`config.mk`:
```
export PLATFORM = sky130hd
export DESIGN_NAME = req_ack_accumulator
export DESIGN_NICKNAME = d
export VERILOG_FILES = /design/src/rtl/req_ack_accumulator.sv
export SDC_FILE = /design/constraint.sdc
export NUM_CORES = 1
export LEC_CHECK = 0
export ABC_AREA = 1
export BUFFER_PORTS_ARGS = -buffer_cell sky130_fd_sc_hd__buf_2
export CORE_MARGIN = 2
export CORE_UTILIZATION = 49
export CTS_CLUSTER_SIZE = 30
export DETAILED_ROUTE_END_ITERATION = 12
export GPL_TIMING_DRIVEN = 0
export PLACE_DENSITY_LB_ADDON = 0.05
export SLEW_MARGIN = 20
export SYNTH_ARGS = -nofsm -noshare
export SYNTH_HDL_FRONTEND = slang
export SYNTH_SLANG_ARGS = --single-unit
```
`constraint.sdc`:
```
create_clock -name clk -period 1.4 [get_ports clk]
set_input_delay 0.28 -clock clk [delete_from_list [all_inputs] [get_ports clk]]
set_output_delay 0.28 -clock clk [all_outputs]
set_load 0.01 [all_outputs]
```
`src/rtl/req_ack_accumulator.sv`:
```
`default_nettype none
// ============================================================================
// Module   : req_ack_accumulator
// Purpose  : Sums FrameLength words received over REQ/ACK into one frame
//            total and presents it over REQ/ACK. Optional frame counter is
//            enabled by defining REQ_ACK_ACC_FRAMECNT_EN.
// Revision : 1.0 - initial release
// ============================================================================
module req_ack_accumulator #(
   parameter int  bit_width   = 5,
   parameter int  FrameLength = 4,
   localparam int AccWidth    = bit_width + $clog2(FrameLength)
) (
   input  logic                 clk,
   input  logic                 rst,
   input  logic                 dInREQ,
   output logic                 dInACK,
   input  logic [bit_width-1:0] dIN,
   output logic                 dOutREQ,
   input  logic                 dOutACK,
`ifdef REQ_ACK_ACC_FRAMECNT_EN
   output logic [15:0]          dOutFrame,
`endif
   output logic [AccWidth-1:0]  dOUT
);

   localparam int CntWidth = $clog2(FrameLength) + 1;

   localparam logic [0:0] S_ACCUM = 1'b0;
   localparam logic [0:0] S_HOLD  = 1'b1;

   logic [0:0]          r_state;
   logic [0:0]          w_next_state;
   logic [AccWidth-1:0] r_acc;
   logic [AccWidth-1:0] r_dout;
   logic [CntWidth-1:0] r_word_cnt;
   logic [AccWidth-1:0] w_sum;
   logic                w_in_xfer;
   logic                w_last;

   assign w_in_xfer = dInREQ && dInACK;
   assign w_last    = (r_word_cnt == CntWidth'(FrameLength - 1));
   assign w_sum     = r_acc + AccWidth'(dIN);

   always_ff @(posedge clk or posedge rst) begin
      if (rst) begin
         r_state <= S_ACCUM;
      end else begin
         r_state <= w_next_state;
      end
   end

   always_comb begin
      w_next_state = r_state;
      case (r_state)
         S_ACCUM: if (w_in_xfer && w_last) w_next_state = S_HOLD;
         S_HOLD:  if (dOutACK)             w_next_state = S_ACCUM;
         default:                          w_next_state = S_ACCUM;
      endcase
   end

   always_comb begin
      dInACK  = 1'b0;
      dOutREQ = 1'b0;
      case (r_state)
         S_ACCUM: dInACK  = 1'b1;
         S_HOLD:  dOutREQ = 1'b1;
         default: dInACK  = 1'b0;
      endcase
   end

   // The final word bypasses r_acc so the total is ready the cycle HOLD begins.
   always_ff @(posedge clk or posedge rst) begin
      if (rst) begin
         r_acc      <= '0;
         r_dout     <= '0;
         r_word_cnt <= '0;
      end else if (w_in_xfer) begin
         if (w_last) begin
            r_dout     <= w_sum;
            r_acc      <= '0;
            r_word_cnt <= '0;
         end else begin
            r_acc      <= w_sum;
            r_word_cnt <= r_word_cnt + CntWidth'(1);
         end
      end
   end

   assign dOUT = r_dout;

`ifdef REQ_ACK_ACC_FRAMECNT_EN
   logic [15:0] r_frame_cnt;

   always_ff @(posedge clk or posedge rst) begin
      if (rst) begin
         r_frame_cnt <= '0;
      end else if (w_in_xfer && w_last) begin
         r_frame_cnt <= r_frame_cnt + 16'd1;
      end
   end

   assign dOutFrame = r_frame_cnt;
`endif

endmodule
`default_nettype wire

```
==> results of run 1 <==
layout make-up:
cell class / count / area share
Multi-Input combinational cell: 86 / 0.4487
Buffer: 2 / 0.01775
Tap cell: 27 / 0.02663
Inverter: 20 / 0.06114
Timing Repair Buffer: 18 / 0.07298
Clock buffer: 3 / 0.01775
Sequential cell: 18 / 0.3550
worst min-delay path by stage:
stage	to	slack, ns	depth (start not counted)
after global placement	dOUT[6]	0.40	2
final	r_word_cnt[1]	0.07	2
after detailed placement	dOUT[6]	0.43	2
after CTS	dOUT[6]	0.1	2
after global routing	r_word_cnt[1]	0.14	2
after floorplan	dOUT[0]	0.22	1
critical path, stage by stage (launching register included):
cell and delay (ns):
dfrtp_1 0.36, ha_2 0.19, inv_2 0.04, fa_2 0.35, inv_2 0.07, nand2_2 0.06
nand2_4 0.07, a21o_2 0.14, nand3_1 0.08, nand2_1 0.07
flip-flops by register name (all words and copies together) (netlist names):
signal / cells
r_state: 1
r_acc: 7
r_word_cnt: 3
dOUT: 7
logic make-up after synthesis:
kind of cell	synth area share
adders and majority gates	0.09168
buffers and inverters	0.09650
DFF	0.4343
and+or+nand+nor	0.2919
AOI/OAI and AO/OA	0.08564
layout by cell type, fill, tap and decap left out, types with 2 or more instances in the layout:
master and instances:
nor2_1 3, ha_1 2, nand3_2 5, inv_2 3, nand2_2 5, nand3_1 10, dfrtp_1 18, ha_4 3
o21ai_2 6, clkbuf_4 3, o21ai_0 2, inv_1 16, buf_2 17, buf_6 2, nand2_1 42
layer usage:
metal | vias to the layer above | GRT usage | wire, µm
li1 | 437 | - | -
met5 | - | 0 | 0
met2 | 18 | 0.2895 | 1032
met3 | 5 | 0.01818 | 65
met4 | 0 | 0.09722 | 47
met1 | 405 | 0.2250 | 915
repair_timing:
| action | in CTS | in global routing |
|---|---|---|
| gates resized for setup | 6 | 9 |
| setup buffers | 0 | 1 |
| endpoints found under the hold margin | 0 | 0 |
| endpoints found under the setup margin | 4 | 9 |
| pin swaps | 8 | 4 |
through the flow:
stage / cell area, µm² / setup TNS (ns) / instances / utilization / worst slack, ns
finish: 1269 / -0.3216 / 174 / 0.6402 / -0.09138
global route: 1269 / -0.7690 / 174 / 0.6402 / -0.1831
CTS: 1204 / -0.6675 / 173 / 0.6073 / -0.1640
detailed placement: 1161 / -0.6138 / 170 / 0.5859 / -0.1866
global placement: 1161 / -0.5091 / 170 / 0.5859 / -0.1505
floorplan: 1042 / 0 / 126 / - / 0.006338
report_power, final:
group          internal (µW)  total (µW)  switching [µW]
sequential               740         890             150
clock                    100         257             157
combinational            621        1470             853
==> qor.yml, run 1 <==
drtIter0Drc: 9
maxSlewViolCount: 0
rr_worst_depth: 9
ir_drop_v: 0.001160
num_vias: 865
cp.arrival_ns: 1.73
p_leak_uw: 0.0006990
whs_ns: 0.07082
synthTopCellsByArea: "dfrtp_1 (43%), nand2_1 (17%), ha_1 (7.2%), nand3_1 (7.2%), inv_1 (6.5%)"
p_per_area_nw_per_um2: 2066
cts_buffer_depth: 2
grt_pass1_wl_um: 3305
rows: 16
synth-seq-cells: 18
status: "finished, violations left"
hold_viol: 0
holdBufCountCts: 0
synth-async-reset-ratio: 1.000
grt_usage: 0.1762
rsz0062_at_grt: "true"
synth_most_common_cell: "nand2_1"
viasPerCell: 4.971
grt-ovfl-total: 0
final-seq-area_um2: 450.4
area_growth_pct: 22.32
cp_max_fo: 3
fin_crit_ns: 1.491
drc: 0
htreeDepth: 1
reg2reg_slack_ns: -0.09
grt_max_degree: 19
routedWlPerCell_um: 11.85
dp_hpwl_um: 1465
yosysTopAreaCell: "dfrtp_1"
synth.avg_cell_area_um2: 8.232
antenna_found_initial: 0
syn-cell-area_um2: 1037
fin_skew_ns: 0.004148
path_class: "flip-flop to flip-flop"
cts.sinks: 18
cp-end-kind: "flip-flop"
cts_buffers: 3
multi_input_area_um2: 569.3
dieHeight_um: 50.01
setup_viol: 4
worst_slack_ns: -0.09138
place_congestion: 0.7994
fin_nets: 165
cp-start-kind: "flip-flop"
violations: "setup timing"
synth_cell_types: 18
drive_above_1_share: 0.3605
post_synth_most_frequent_cells: "nand2_1 (46), dfrtp_1 (18), inv_1 (18)"
max_slew_margin: 0.5396
clkTransAtPathRegs_ns: 0.10
antenna_left: 0
hp-class: "input port to async pin"
netlist.area_leader.share: 0.4343
routed_wl_um: 2062
fp.dieW_um: 50.01
insertion_delay_ns: 0.30
grt_pass1_vias: 795
ys_seq_area_frac: 0.4343
power_uw: 2621
io_pins: 18
die_area_um2: 2501
synth_edf_count: 0
nFillCells: 172
cap_viol_max_count: 0
cts-root-buf: "clkbuf_4"
fmax_ghz: 0.6705
synthFlopType: "dfrtp_1"
worst_pin_slew_ns: 0.6898
first_pass_iters: 4
antenna_cells: 0
cts_tree: "yes"
initial_core_util: 0.5234
rr_startpoint: "r_acc[0]"
setup.worst_path.start: "r_acc[0]"
place.port_buffers: 17
period_share: 1.065
setup.worst_path.end: "dOUT[4]"
yosysWarnings: 0
synth_cells: 126
r2r_end: "dOUT[4]"
crit_required_ns: 1.64
core-area_um2: 1982
syn_nets: 142
Power figures use the tool's default switching activity.
==> run 2: changes to the inputs <==
--- a/config.mk
+++ b/config.mk
@@ -13,6 +13,7 @@
 export DETAILED_ROUTE_END_ITERATION = 12
 export GPL_TIMING_DRIVEN = 0
 export PLACE_DENSITY_LB_ADDON = 0.05
+export SKIP_LAST_GASP = 1
 export SLEW_MARGIN = 20
 export SYNTH_ARGS = -nofsm -noshare
 export SYNTH_HDL_FRONTEND = slang
==> run 2 against run 1 <==
  * The flow still finishes with violations (setup timing)
  * Non-clock buffer count unchanged
  * Sequential power hardly changed
  * Highest routed layer unchanged
  * Maximum frequency is the same
  * Worst hold slack unchanged
  * Global-route usage unchanged
  * Core utilization is the same
  * Via count stayed put
==> qor.yml, run 2 (synthesis results as in run 1) <==
final-seq-area_um2: 450.4
rsz0062_at_grt: "true"
slowest_stage: "dfrtp_1"
cts.sinks: 18
insertion_delay_ns: 0.30
grt-ovfl-total: 0
multi_input_area_um2: 569.3
seq_power_share: 0.340
p_clk_frac: 0.098
most-common-layout-cells: "nand2_1 (42), dfrtp_1 (18), buf_2 (17), inv_1 (16), nand3_1 (10)"
first_pass_iters: 4
initial_core_util: 0.5234
r2r_end: "dOUT[4]"
worst_pin_slew_ns: 0.6898
dp_hpwl_um: 1465
grt_pass1_vias: 795
fin_skew_ns: 0.004148
grt_usage: 0.1762
fin_area_um2: 1269
antenna_left: 0
hold_viol: 0
p_sw_uw: 1159
rr_startpoint: "r_acc[0]"
drc: 0
cp-start-kind: "flip-flop"
cts_tree: "yes"
placement.cell_area_um2: 1161
fin_nets: 165
crit_chain: "ha_2 -> inv_2 -> fa_2 -> inv_2 -> nand2_2 -> nand2_4 -> a21o_2 -> nand3_1 -> nand2_1"
drtIter0Drc: 9
p_sw_frac: 0.4423
routed_wl_um: 2062
whs_ns: 0.07082
period_share: 1.065
grt_pass1_wl_um: 3305
dieHeight_um: 50.01
cpPeakStageDelay_ns: 0.36
p_leak_uw: 0.0006990
place_congestion: 0.7994
setup.worst_path.start: "r_acc[0]"
cp_max_fo: 3
holdBufCountCts: 0
cap_viol_max_count: 0
area_growth_pct: 22.32
max_slew_margin: 0.5396
cts_buffer_depth: 2
ir_drop_v: 0.001160
antenna_cells: 0
die_area_um2: 2501
rr_worst_depth: 9
cp-end-kind: "flip-flop"
nFillCells: 172
reg2reg_slack_ns: -0.09
fin_crit_ns: 1.491
status: "finished, violations left"
cts_buffers: 3
fmax_ghz: 0.6705
drive_above_1_share: 0.3605
utilization: 0.6402
clkTransAtPathRegs_ns: 0.10
fp.dieW_um: 50.01
htreeDepth: 1
num_vias: 865
internal_power_uw: 1462
path_buf_inv: 2
p_per_area_nw_per_um2: 2066
cp_top_family: "adder cells"
place.port_buffers: 17
p_comb_frac: 0.562
antenna_found_initial: 0
io_pins: 18
worst_slack_ns: -0.09138
routedWlPerCell_um: 11.85
hp-class: "input port to async pin"
cts-root-buf: "clkbuf_4"
final_common_cell: "nand2_1"
crit_required_ns: 1.64
setup_viol: 4
cp.arrival_ns: 1.73
violations: "setup timing"
core-area_um2: 1982
path_class: "flip-flop to flip-flop"
viasPerCell: 4.971
maxSlewViolCount: 0
cpMostUsedCell: "inv_2"
rows: 16
grt_max_degree: 19
-- run 2: cell counts in the layout (fill, tap and decap cells not counted) --
Identical to the previous run, type by type.
-- run 2: metrics by stage --
stage	total power, µW	TNS, ns	instances	setup slack, ns
floorplan	1855	0	126	0.006338
global placement	2128	-0.5091	170	-0.1505
detailed placement	2167	-0.6138	170	-0.1866
CTS	2476	-0.6675	173	-0.1640
global route	2860	-0.7690	174	-0.1831
finish	2621	-0.3216	174	-0.09138
-- run 2: worst reg2reg max path, stage by stage (launching register included) --
cell	delay [ns]
dfrtp_1	0.36
ha_2	0.19
inv_2	0.04
fa_2	0.35
inv_2	0.07
nand2_2	0.06
nand2_4	0.07
a21o_2	0.14
nand3_1	0.08
nand2_1	0.07
-- run 2: area by class of cell --
| class | count | area share |
|---|---|---|
| tap | 27 | 0.02663 |
| multi-input combinational | 86 | 0.4487 |
| buffer | 2 | 0.01775 |
| clock buffer | 3 | 0.01775 |
| inverter | 20 | 0.06114 |
| sequential | 18 | 0.3550 |
| timing repair buffer | 18 | 0.07298 |
-- run 2: worst max path at each step --
stage               end  cells past startpoint  slack [ns]
6_report        dOUT[4]                      9       -0.09
3_5_place_dp    dOUT[6]                     11       -0.19
2_1_floorplan  r_acc[6]                     10       0.006
5_1_grt         dOUT[6]                     10       -0.18
3_3_place_gp    dOUT[6]                     11       -0.15
4_1_cts         dOUT[6]                     10       -0.16
-- run 2: per-layer routing --
| layer | vias up | global-route usage | part of all wire |
|---|---|---|---|
| li1 | 437 | - | - |
| met1 | 405 | 0.2250 | 0.44 |
| met4 | 0 | 0.09722 | 0.023 |
| met3 | 5 | 0.01818 | 0.032 |
| met2 | 18 | 0.2895 | 0.50 |
| met5 | - | 0 | 0 |
-- run 2: what timing repair did --
item	in CTS	in global routing
buffers inserted	0	1
gates cloned	0	0
gates resized for setup	6	9
pin swaps	8	4
endpoints found under the setup margin	4	9
-- run 2: power by group through the flow --
stage | logic (µW) | registers [µW] | clock network, µW
2_1_floorplan | 943 | 912 | 0
3_3_place_gp | 1260 | 871 | 0
3_5_place_dp | 1290 | 882 | 0
4_1_cts | 1340 | 872 | 269
5_1_grt | 1670 | 917 | 274
6_report | 1470 | 890 | 257
